`src/rtl/os_result_collector.sv`:
```
// os_result_collector
// Reassembles the systolic array's bottom-edge drain into a ROWS x COLS
// result matrix. Beats arrive bottom row first, so beat k fills row ROWS-1-k.
// The finished matrix is held and offered downstream with valid/ready.
// Array size comes from the global ROWS / COLS header macros.
// Optional feature macro: OS_COLLECT_COLSUM_EN adds a per-column signed
// checksum output (col_sum) of every accepted word.

`ifndef ROWS
`define ROWS 3
`endif
`ifndef COLS
`define COLS 3
`endif

module os_result_collector #(
    parameter int WORD_SIZE = 16
) (
    input  logic                                 clk,
    input  logic                                 rst,
    input  logic                                 start,
    input  logic [`COLS*WORD_SIZE-1:0]           bottom_out,
    input  logic [`COLS-1:0]                     output_col_valid,
    output logic [`ROWS*`COLS*WORD_SIZE-1:0]     result_matrix,
    output logic                                 result_valid,
    input  logic                                 result_ready,
    output logic                                 busy,
    output logic                                 partial,
    output logic                                 overflow
`ifdef OS_COLLECT_COLSUM_EN
    ,
    output logic [`COLS*(WORD_SIZE+$clog2(`ROWS)+1)-1:0] col_sum
`endif
);

    localparam int NR    = `ROWS;
    localparam int NC    = `COLS;
    localparam int CNT_W = $clog2(NR) + 1;

    localparam logic [1:0] ST_IDLE    = 2'd0;
    localparam logic [1:0] ST_COLLECT = 2'd1;
    localparam logic [1:0] ST_HOLD    = 2'd2;

    logic [1:0]       state_reg;
    logic [CNT_W-1:0] beat_cnt_reg;
    logic             partial_reg;
    logic             overflow_reg;

    logic beat;
    logic accept;

    assign beat   = |output_col_valid;
    // start discards a coincident beat, so it also blocks the buffer write
    assign accept = (state_reg == ST_COLLECT) && beat && !start;

    // Control FSM: start overrides every state, including a HOLD handshake
    always_ff @(posedge clk) begin
        if (rst) begin
            state_reg    <= ST_IDLE;
            beat_cnt_reg <= '0;
            partial_reg  <= 1'b0;
            overflow_reg <= 1'b0;
        end else if (start) begin
            state_reg    <= ST_COLLECT;
            beat_cnt_reg <= '0;
            partial_reg  <= 1'b0;
            overflow_reg <= 1'b0;
        end else begin
            case (state_reg)
                ST_IDLE: begin
                end
                ST_COLLECT: begin
                    if (beat) begin
                        beat_cnt_reg <= beat_cnt_reg + CNT_W'(1);
                        if (!(&output_col_valid))
                            partial_reg <= 1'b1;
                        if (beat_cnt_reg == CNT_W'(NR - 1))
                            state_reg <= ST_HOLD;
                    end
                end
                ST_HOLD: begin
                    if (beat)
                        overflow_reg <= 1'b1;
                    if (result_ready)
                        state_reg <= ST_IDLE;
                end
                default: state_reg <= ST_IDLE;
            endcase
        end
    end

    // Matrix buffer: one register per element, written when its row slot is current
    for (genvar gi = 0; gi < NR; gi++) begin : g_row
        // beat number that lands in this row (bottom row drains first)
        localparam logic [CNT_W-1:0] ROW_SLOT = CNT_W'(NR - 1 - gi);
        for (genvar gj = 0; gj < NC; gj++) begin : g_col
            logic [WORD_SIZE-1:0] elem_reg;

            // Capture this column's word on the beat that targets this row
            always_ff @(posedge clk) begin
                if (rst || start)
                    elem_reg <= '0;
                else if (accept && output_col_valid[gj] && (beat_cnt_reg == ROW_SLOT))
                    elem_reg <= bottom_out[gj*WORD_SIZE +: WORD_SIZE];
            end

            assign result_matrix[(gi*NC+gj)*WORD_SIZE +: WORD_SIZE] = elem_reg;
        end
    end

`ifdef OS_COLLECT_COLSUM_EN
    localparam int SUM_W = WORD_SIZE + $clog2(NR) + 1;

    for (genvar gi = 0; gi < NC; gi++) begin : g_sum
        logic [SUM_W-1:0] sum_reg;
        logic [SUM_W-1:0] word_ext;

        assign word_ext = {{(SUM_W-WORD_SIZE){bottom_out[(gi+1)*WORD_SIZE-1]}},
                           bottom_out[gi*WORD_SIZE +: WORD_SIZE]};

        // Signed running sum of the words accepted in this column
        always_ff @(posedge clk) begin
            if (rst || start)
                sum_reg <= '0;
            else if (accept && output_col_valid[gi])
                sum_reg <= sum_reg + word_ext;
        end

        assign col_sum[gi*SUM_W +: SUM_W] = sum_reg;
    end
`endif

    assign result_valid = (state_reg == ST_HOLD);
    assign busy         = (state_reg == ST_COLLECT);
    assign partial      = partial_reg;
    assign overflow     = overflow_reg;

endmodule

```
`config.mk`:
```
export PLATFORM = sky130hd
export DESIGN_NAME = os_result_collector
export DESIGN_NICKNAME = d
export VERILOG_FILES = /design/src/rtl/os_result_collector.sv
export SDC_FILE = /design/constraint.sdc
export NUM_CORES = 1
export LEC_CHECK = 0
export CELL_PAD_IN_SITES_DETAIL_PLACEMENT = 0
export CELL_PAD_IN_SITES_GLOBAL_PLACEMENT = 1
export CORE_UTILIZATION = 34
export CTS_CLUSTER_SIZE = 14
export DETAILED_ROUTE_END_ITERATION = 16
export PLACE_DENSITY_LB_ADDON = 0.1
export SLEW_MARGIN = 10
export SYNTH_ARGS = -nofsm -noshare
export SYNTH_HDL_FRONTEND = slang
export SYNTH_SLANG_ARGS = --single-unit
export TNS_END_PERCENT = 20
```
`constraint.sdc`:
```
create_clock -name clk -period 2.1 [get_ports clk]
set_input_delay 0.42 -clock clk [delete_from_list [all_inputs] [get_ports clk]]
set_output_delay 0.42 -clock clk [all_outputs]
set_load 0.01 [all_outputs]
```
## Word level (Yosys, flattened, before mapping)

Index checks and enable logic that the tools add are counted.

| word-level totals | value |
|---|---|
| output and inout bits | 148 |
| latch bits | 0 |
| logic and storage cells | 59 |
| register bits | 151 |
| memories | 0 |
| input port bits | 55 |
| memory bits (writable) | 0 |
| memory bits (read-only) | 0 |

| cells by class | value |
|---|---|
| multiplexer cells | 5 |
| $mul | 0 |
| $add $sub $neg | 1 |
| magnitude comparators | 0 |
| divide/modulo/power cells | 0 |
| bitwise gates (word level) | 2 |
| equality and inequality tests | 11 |
| shift-type cells | 0 |
| reduce and logical (&&, ||, !) cells | 26 |

Operator list:

| operator | count |
|---|---|
| $logic_and A1 B1 Y1 | 14 |
| $ne A3 B2 Y1 const B | 3 |
| $reduce_and A4 Y1 | 2 |
| $mux W2 | 3 |
| $ne A2 B1 Y1 const B | 3 |
| $pmux W2 S3 | 1 |
| $reduce_and A3 Y1 | 2 |
| $reduce_and A2 Y1 | 2 |
| $add A3 B1 Y3 const B | 1 |
| $eq A3 B1 Y1 const B | 1 |
| $eq A3 B2 Y1 const B | 1 |
| $logic_not A3 Y1 | 1 |
| $reduce_or A3 Y1 | 1 |
| $eq A2 B1 Y1 const B | 1 |
| $eq A2 B2 Y1 const B | 1 |
| $logic_not A2 Y1 | 1 |
| $ne A2 B2 Y1 const B | 1 |
| $not A1 Y1 | 2 |
| $reduce_or A2 Y1 | 1 |
| $logic_not A1 Y1 | 1 |
| $logic_or A1 B1 Y1 | 1 |
| $mux W1 | 1 |

## Depth between registers and ports, before layout

Gate-level depths: netlist (run 1).

| depth | value |
|---|---|
| depth in word-level cells | 5 |
| depth in mapped cells | 6 |
| mapped depth without buffers | 4 |

## Least setup slack after synthesis (run 1)

Ideal clock, no wire load.

| path | value |
|---|---|
| kind | in2reg |
| start point | in start |
| end point | reg g_row[1].g_col[0].elem_reg[10] |
| path slack | 0.531 ns |
| arrival time | 1.498 ns |
| buffers on the path | 3 |
| data required time | 2.028 ns |
| stages on the path | 6 |
| library setup time | 0.072 ns |
| cell sequence | nor4b_2 buf_6 and3_1 buf_6 buf_12 mux2i_1 |

| on the way | value |
|---|---|
| word-level cells in the longest chain between the ends | 4 |
| elaborated cells on any way between the ends | 5 |
| classes of those cells | reduce/logical: 5 |

RTL lines:

| what | RTL line | RTL |
|---|---|---|
| from (decl) | 21 | `input logic start,` |
| $logic_not A1 Y1 | 54 | `assign accept = (state_reg == ST_COLLECT) && beat && !start;` |
| $logic_and A1 B1 Y1 | 54 |  |
| $logic_and A1 B1 Y1 (2 in series) | 103 | `else if (accept && output_col_valid[gj] && (beat_cnt_reg == ROW_SLOT))` |
| to (signal assigned) | 104 | `elem_reg <= bottom_out[gj*WORD_SIZE +: WORD_SIZE];` |
| to (decl) | 97 | `logic [WORD_SIZE-1:0] elem_reg;` |

Parallel ways exist; a longest one is shown, timed or not.
A chain may end at the register's enable or synchronous reset.

## Final worst setup path (run 1)

| path | value |
|---|---|
| start point | reg state_reg[0] |
| end point | out busy |

| on the way | value |
|---|---|
| word-level cells in the longest chain between the ends | 1 |

RTL lines:

| what | RTL line | RTL |
|---|---|---|
| from (decl) | 44 | `logic [1:0] state_reg;` |
| from (signal assigned) | 59 | `state_reg <= ST_IDLE;` |
| from (signal assigned) | 64 | `state_reg <= ST_COLLECT;` |
| from (signal assigned) | 78 | `state_reg <= ST_HOLD;` |
| $eq A2 B1 Y1 | 134 | `assign busy = (state_reg == ST_COLLECT);` |
| to (decl) | 27 | `output logic busy,` |

No other way between the ends.

==> results of run 1 <==
kinds of logic (layout without fill, tap and decap cells):
family	Yosys count	in the layout
flops	151	151
compound gates	6	6
buf+inv	39	256
fa+ha+maj	4	4
mux	145	145
simple gates	222	222
cell usage after synthesis (2+ instances only):
cell type / n
ha_1: 4
buf_2: 15
nor2_1: 4
clkbuf_1: 9
dfxtp_1: 151
buf_6: 10
nand3_4: 5
a21oi_1: 2
or3_1: 2
nand4_1: 2
mux2i_1: 145
inv_1: 2
nand3_1: 2
and3_1: 4
buf_12: 3
nand2_1: 194
nor2b_1: 2
final timing paths:
path	to	start	depth (start not counted)	slack, ps
worst max register to register	g_row[0].g_col[0].elem_reg[4]	beat_cnt_reg[0]	4	510
worst max-delay path	busy	state_reg[0]	2	110
worst min register to register	g_row[1].g_col[1].elem_reg[9]	g_row[1].g_col[1].elem_reg[9]	2	460
worst min-delay path	g_row[1].g_col[1].elem_reg[9]	g_row[1].g_col[1].elem_reg[9]	2	460
power groups by stage:
stage	combinational [uW]	clock, uW	sequential [uW]
after detailed placement	366	0	2950
after global routing	393	3300	2890
after global placement	363	0	2950
final	363	3060	2890
after CTS	369	3160	2890
after floorplan	157	0	2960
routing by layer:
layer,GRT usage (%),part of all wire [%],vias to the layer above
li1,-,-,2284
met1,21.3,45,2159
met2,28.7,47,122
met3,5.71,5.9,20
met4,7.22,2.1,0
met5,0,0,-
metrics by stage:
step                cell area (sq um)  std cells  hold WS (ps)
floorplan                        5810        567           470
global placement                 8140        972           441
detailed placement               8140        972           446
CTS                              8730       1004           458
global route                     8740       1004           474
finish                           8740       1004           455
worst max-delay path, delay by kind of cell, from the launching register on:
kind	cells	cell delay [ps]
buffers and inverters	1	590
AND/OR/NAND/NOR	1	220
flip-flops	1	360
layout make-up:
| type | count | area (sq um) |
|---|---|---|
| clock inverters | 12 | 151 |
| inverters | 2 | 7.51 |
| repair buffers | 222 | 2320 |
| fillers | 1490 | 7910 |
| multi-input cells | 377 | 2510 |
| well taps | 220 | 275 |
| clock buffers | 20 | 447 |
| flip-flops and latches | 151 | 3020 |
==> metrics.md, run 1 <==
| Metric | Value |
|---|---|
| Worst stage delay on the critical path | 590 ps |
| H-tree levels | 4 |
| Synth Area in Simple Gates | 16.6% |
| Nets | 830 |
| Area fraction of the dominant cell type after synthesis | 52.0% |
| Clock sink count | 151 |
| Drt drc | 0 |
| Net Sw Power | 1350 uW |
| Power consumption | 6320 uW |
| Seq cells post-synth | 151 |
| Starting Density | 34.9% |
| Chip Width | 133 microns |
| Mux contribution to synthesized area | 25.0% |
| CP Cell Sequence | nor2b_1, clkdlybuf4s50_1 |
| Most frequent cells in the layout | 202 x clkdlybuf4s50_1, 194 x nand2_1, 151 x dfxtp_1, 145 x mux2i_1, 17 x clkbuf_16 |
| Root Buffer | clkbuf_16 |
| FMAX | 502 MHz |
| WP data required | 1680 ps |
| Tcrit/Tclk final | 94.9% |
| Critical path peak fanout | 3 |
| Die H | 133 microns |
| Via density per instance | 4.57 |
| Cell count after synthesis | 567 |
| Status | complete, no violations |
| Leakage Power | 0.00362 uW |
| Netlist Area Pre-Place | 0.00581 sq mm |
| Reg clk slew, reported paths | 60 ps |
| Tot GR Track Use | 17.6% |
| Critical Path End Type | output pin |
| WL/cell | 15.0 microns |
| EDFF count, synth | 0 |
| RSZ-0062 raised after global routing | no |
| Commonest non-fill, non-tap cell in the layout | clkdlybuf4s50_1 |
| Clock power frac | 48.5% |
| Prevailing post-synth register cell | dfxtp_1 |
| Syn_nets | 626 |
| Largest family of logic cells by synthesized area | multiplexers |
| Max-slew violation count | 0 |
| Top post-synthesis cells by area | dfxtp_1 52%, mux2i_1 25%, nand2_1 13% |
| Post-CTS setup buffers | 0 |
| Setup Slack @ Placement | 21.4 ps |
| Fin crit period | 1990 ps |
| CTS Buf Count | 17 |
| Yosys Warn Count | 0 |
| First-pass GRT wire length | 24200 microns |
| CP Launch Type | register |
| Max reg flops | 144 |
| Final Core Density | 52.5% |
| Comb pwr share | 5.8% |
| Power Internal | 4970 uW |
| Sw frac | 21.4% |
| Final WL | 15100 microns |
| Finish-stage setup viols | 0 |
| GR Overflow Total | 0 |
| Sequential fraction of the synthesis area | 52.0% |
| Largest net degree at the start of global routing | 69 |
| Initial antenna violation count | 0 |
| P&R area growth vs syn | 50.3% |
| Ant diodes | 0 |
| Worst Path Arrival | 1570 ps |
| Post-cts sizing count | 0 |
| Clock buffer depth | 2 |
| WS Path Type | register to output pin |
| Critical path's slowest cell | clkdlybuf4s50_1 |
| Netlist cell types | 28 |
| Initial DRC count | 142 |
| Post-Synth XOR/XNOR Area | 0% |
| Seq pwr share | 45.7% |
| Ys async rst share | 0% |
| Post-CTS Hold Fix Bufs | 0 |
| Layout cells sized above 1 | 7.65% |
| I/O Pins | 203 |
| Pwr Density | 723 mW/mm^2 |
| Hpwl dp | 10800 microns |
| CTS tree | yes |
| Vias | 4585 |
| Port bufs | 202 |
| Worst Clk Skew | 5.45 ps |
| Compound-Gate Fraction of Synth Area | 0.624% |
| Number of core rows | 47 |
| Max-Cap Viols | 0 |
| Antenna Nets Post-Route | 0 |
| Post-synth top area cell | dfxtp_1 |
| Final Hold Vio Count | 0 |
| Headroom to the max-slew limit | 74.6% |
| Maximum vdd drop | 0.523 mV |
| Core Area | 0.0166 sq mm |
| Post-route setup TNS | 0 ps |
| Synthesized-area fraction occupied by adder cells | 0.861% |
| Final WS setup | 106 ps |
| Total die area | 0.0176 sq mm |
| Vias in the first global route | 4619 |
| Average size of a mapped cell | 10.3 sq um |
| Slew @ Worst Pin | 380 ps |
| Tightest Hold Check Type | register to register |
| Clk_lat worst skew | 410 ps |
| GP Congestion | 0.747 |
| DR pass1 iterations | 4 |
Note: power is estimated with default switching activity, not from simulation.
==> inputs of run 2 (changes only) <==
--- a/config.mk
+++ b/config.mk
@@ -11,7 +11,7 @@
 export CTS_CLUSTER_SIZE = 14
 export DETAILED_ROUTE_END_ITERATION = 16
 export PLACE_DENSITY_LB_ADDON = 0.1
-export SLEW_MARGIN = 10
+export SLEW_MARGIN = 0
 export SYNTH_ARGS = -nofsm -noshare
 export SYNTH_HDL_FRONTEND = slang
 export SYNTH_SLANG_ARGS = --single-unit
==> results of run 2 <==
The final DEF is identical to that of run 1; final timing and power are the same.
==> inputs of run 3 (changes only) <==
--- a/config.mk
+++ b/config.mk
@@ -7,9 +7,10 @@
 export LEC_CHECK = 0
 export CELL_PAD_IN_SITES_DETAIL_PLACEMENT = 0
 export CELL_PAD_IN_SITES_GLOBAL_PLACEMENT = 1
-export CORE_UTILIZATION = 34
+export CORE_UTILIZATION = 36
 export CTS_CLUSTER_SIZE = 14
 export DETAILED_ROUTE_END_ITERATION = 16
+export MAX_ROUTING_LAYER = met4
 export PLACE_DENSITY_LB_ADDON = 0.1
 export SLEW_MARGIN = 0
 export SYNTH_ARGS = -nofsm -noshare
==> constraint.sdc (replaced) <==
create_clock -name clk -period 2.5 [get_ports clk]
set_input_delay 0.5 -clock clk [delete_from_list [all_inputs] [get_ports clk]]
set_output_delay 0.5 -clock clk [all_outputs]
set_load 0.01 [all_outputs]
==> run 3 against run 2 <==
Combinational power decreased by 21%. Final area decreased by 1.9%. Non-clock buffer count decreased by 7. Worst hold slack got worse by 0.64 ps. First-iteration DRC count increased by 20%. Critical endpoint unchanged. Core utilization increased by 1.7 points. Die area decreased by 5.5%. Setup slack improved by 270 ps.
==> metrics.md, run 3 (synthesized netlist as in run 1, its figures left out) <==
| Metric | Value |
|---|---|
| Final Hold Vio Count | 0 (unchanged) |
| Clock buffer depth | 2 (unchanged) |
| Vias in the first global route | 4542 (-1.7%) |
| FMAX | 470 MHz |
| Max-Cap Viols | 0 (unchanged) |
| Maximum vdd drop | 0.459 mV (-12%) |
| Ant diodes | 0 (unchanged) |
| Seq pwr share | 46.5% (+0.8 points) |
| Post-CTS setup buffers | 0 (unchanged) |
| Nets | 823 (-0.84%) |
| Net Sw Power | 1130 uW (-16%) |
| Number of core rows | 46 (-2.1%) |
| Setup slack, reg-to-reg | 840 ps (+330 ps) |
| Post-cts sizing count | 0 (unchanged) |
| Pwr Density | 608 mW/mm^2 (-16%) |
| Antenna Nets Post-Route | 0 (unchanged) |
| Starting Density | 36.7% (+1.8 points) |
| Commonest non-fill, non-tap cell in the layout | clkdlybuf4s50_1 |
| First-pass GRT wire length | 23100 microns (-4.7%) |
| Initial DRC count | 171 (+20%) |
| Comb pwr share | 5.5% (-0.3 points) |
| CP Launch Type | register |
| Status | complete, no violations |
| Final WL | 14700 microns (-2.4%) |
| Post-CTS Hold Fix Bufs | 0 (unchanged) |
| I/O Pins | 203 (unchanged) |
| Fin crit period | 2130 ps |
| Multi-input logic area | 0.00251 sq mm (about the same) |
| Core Area | 0.0158 sq mm (-4.9%) |
| Filler cell count | 1427 (-4.2%) |
| Clock sink count | 151 (unchanged) |
| Worst Clk Skew | 7.99 ps (+2.55 ps) |
| Largest net degree at the start of global routing | 82 (+19%) |
| Clock power frac | 48.0% (-0.5 points) |
| Tcrit/Tclk final | 85.1% |
| GP Congestion | 0.733 (-1.9%) |
| Placed Cells | 961 (-1.1%) |
| Sw frac | 21.8% (+0.40 points) |
| Critical path peak fanout | 8 (+5) |
| Root Buffer | clkbuf_16 |
| Tightest Hold Check Type | register to register |
| Fin cells | 993 (-1.1%) |
| Total die area | 0.0167 sq mm (-5.5%) |
| WP data required | 2000 ps (+320 ps) |
| Most frequent cells in the layout | 202 x clkdlybuf4s50_1, 194 x nand2_1, 151 x dfxtp_1, 145 x mux2i_1, 17 x clkbuf_16 |
| Cell area after placement | 0.00799 sq mm (-1.8%) |
| Register area | 0.00302 sq mm (unchanged) |
| Final instance area | 0.00857 sq mm (-1.9%) |
| Port bufs | 202 (unchanged) |
| Finish-stage setup viols | 0 (unchanged) |
| Leakage Power | 0.00353 uW (-2.3%) |
| Reg clk slew, reported paths | 60 ps (about the same) |
| WL/cell | 14.8 microns (-1.3%) |
| Slew @ Worst Pin | 384 ps (+3.23 ps) |
| RSZ-0062 raised after global routing | no |
| Power consumption | 5210 uW (-17%) |
| H-tree levels | 4 (unchanged) |
| Max reg flops | 144 (unchanged) |
| GR Overflow Total | 0 (unchanged) |
| DR pass1 iterations | 4 (unchanged) |
| Critical Path End Type | output pin |
| Tot GR Track Use | 18.7% (+1.1 points) |
| Post-route setup TNS | 0 ps (unchanged) |
| Hold Slack | 454 ps (-0.643 ps) |
| Chip Width | 129 microns (-2.8%) |
| P&R area growth vs syn | 47.5% |
| WS Path Type | register to output pin |
| Power Internal | 4080 uW (-18%) |
| Layout cells sized above 1 | 6.82% (-0.83 points) |
| Clk_lat worst skew | 420 ps (about the same) |
| Max-slew violation count | 0 (unchanged) |
| Vias | 4539 (-1.0%) |
| Via density per instance | 4.57 (about the same) |
| Worst Path Arrival | 1630 ps (+60 ps) |
| Headroom to the max-slew limit | 74.4% (-0.22 points) |
| Hpwl dp | 10200 microns (-5.4%) |
| Die H | 129 microns (-2.8%) |
| CTS tree | yes |
| Initial antenna violation count | 0 (unchanged) |
| Drt drc | 0 (unchanged) |
| CTS Buf Count | 17 (unchanged) |
-- run 3: worst paths after layout --
kind / from / end / cells past startpoint
min reg2reg: g_row[1].g_col[2].elem_reg[7] / g_row[1].g_col[2].elem_reg[7] / 2
min: g_row[1].g_col[2].elem_reg[7] / g_row[1].g_col[2].elem_reg[7] / 2
max reg2reg: beat_cnt_reg[2] / g_row[1].g_col[0].elem_reg[3] / 5
max: state_reg[0] / busy / 3
-- run 3: layer usage --
layer / share of wire (%) / track usage [%] / vias to the layer above / routed length [microns]
met3: 6.3 / 5.74 / 23 / 921
met1: 46 / 21.8 / 2103 / 6710
met5: 0 / - / - / 0
met2: 46 / 29.7 / 141 / 6770
met4: 2.1 / 8.03 / 0 / 314
li1: - / - / 2272 / -
-- run 3: power by group through the flow --
stage	logic [uW]	registers (uW)	clock network, uW
after CTS	289	2430	2550
after floorplan	132	2480	0
after global routing	309	2430	2660
after global placement	284	2480	0
final	287	2430	2500
after detailed placement	288	2480	0
-- run 3: per-stage QoR --
stage / utilization (%) / setup slack [ps]
2_1_floorplan: - / 851
3_3_place_gp: 50.5 / 317
3_5_place_dp: 50.5 / 239
4_1_cts: 54.2 / 352
5_1_grt: 54.2 / 268
6_report: 54.2 / 371
-- run 3: area by class of cell --
type	count	area share (%)
tap	216	3.15
clock inverter	12	1.47
clock buffer	20	5.33
multi-input combinational	377	29.3
sequential	151	35.3
timing repair buffer	215	25.4
inverter	2	0.0876
-- run 3: worst max-delay path, stage by stage, from the launching register on --
cell and delay [ps]:
dfxtp_1 360, nor2b_1 140, buf_4 160, clkdlybuf4s50_1 560
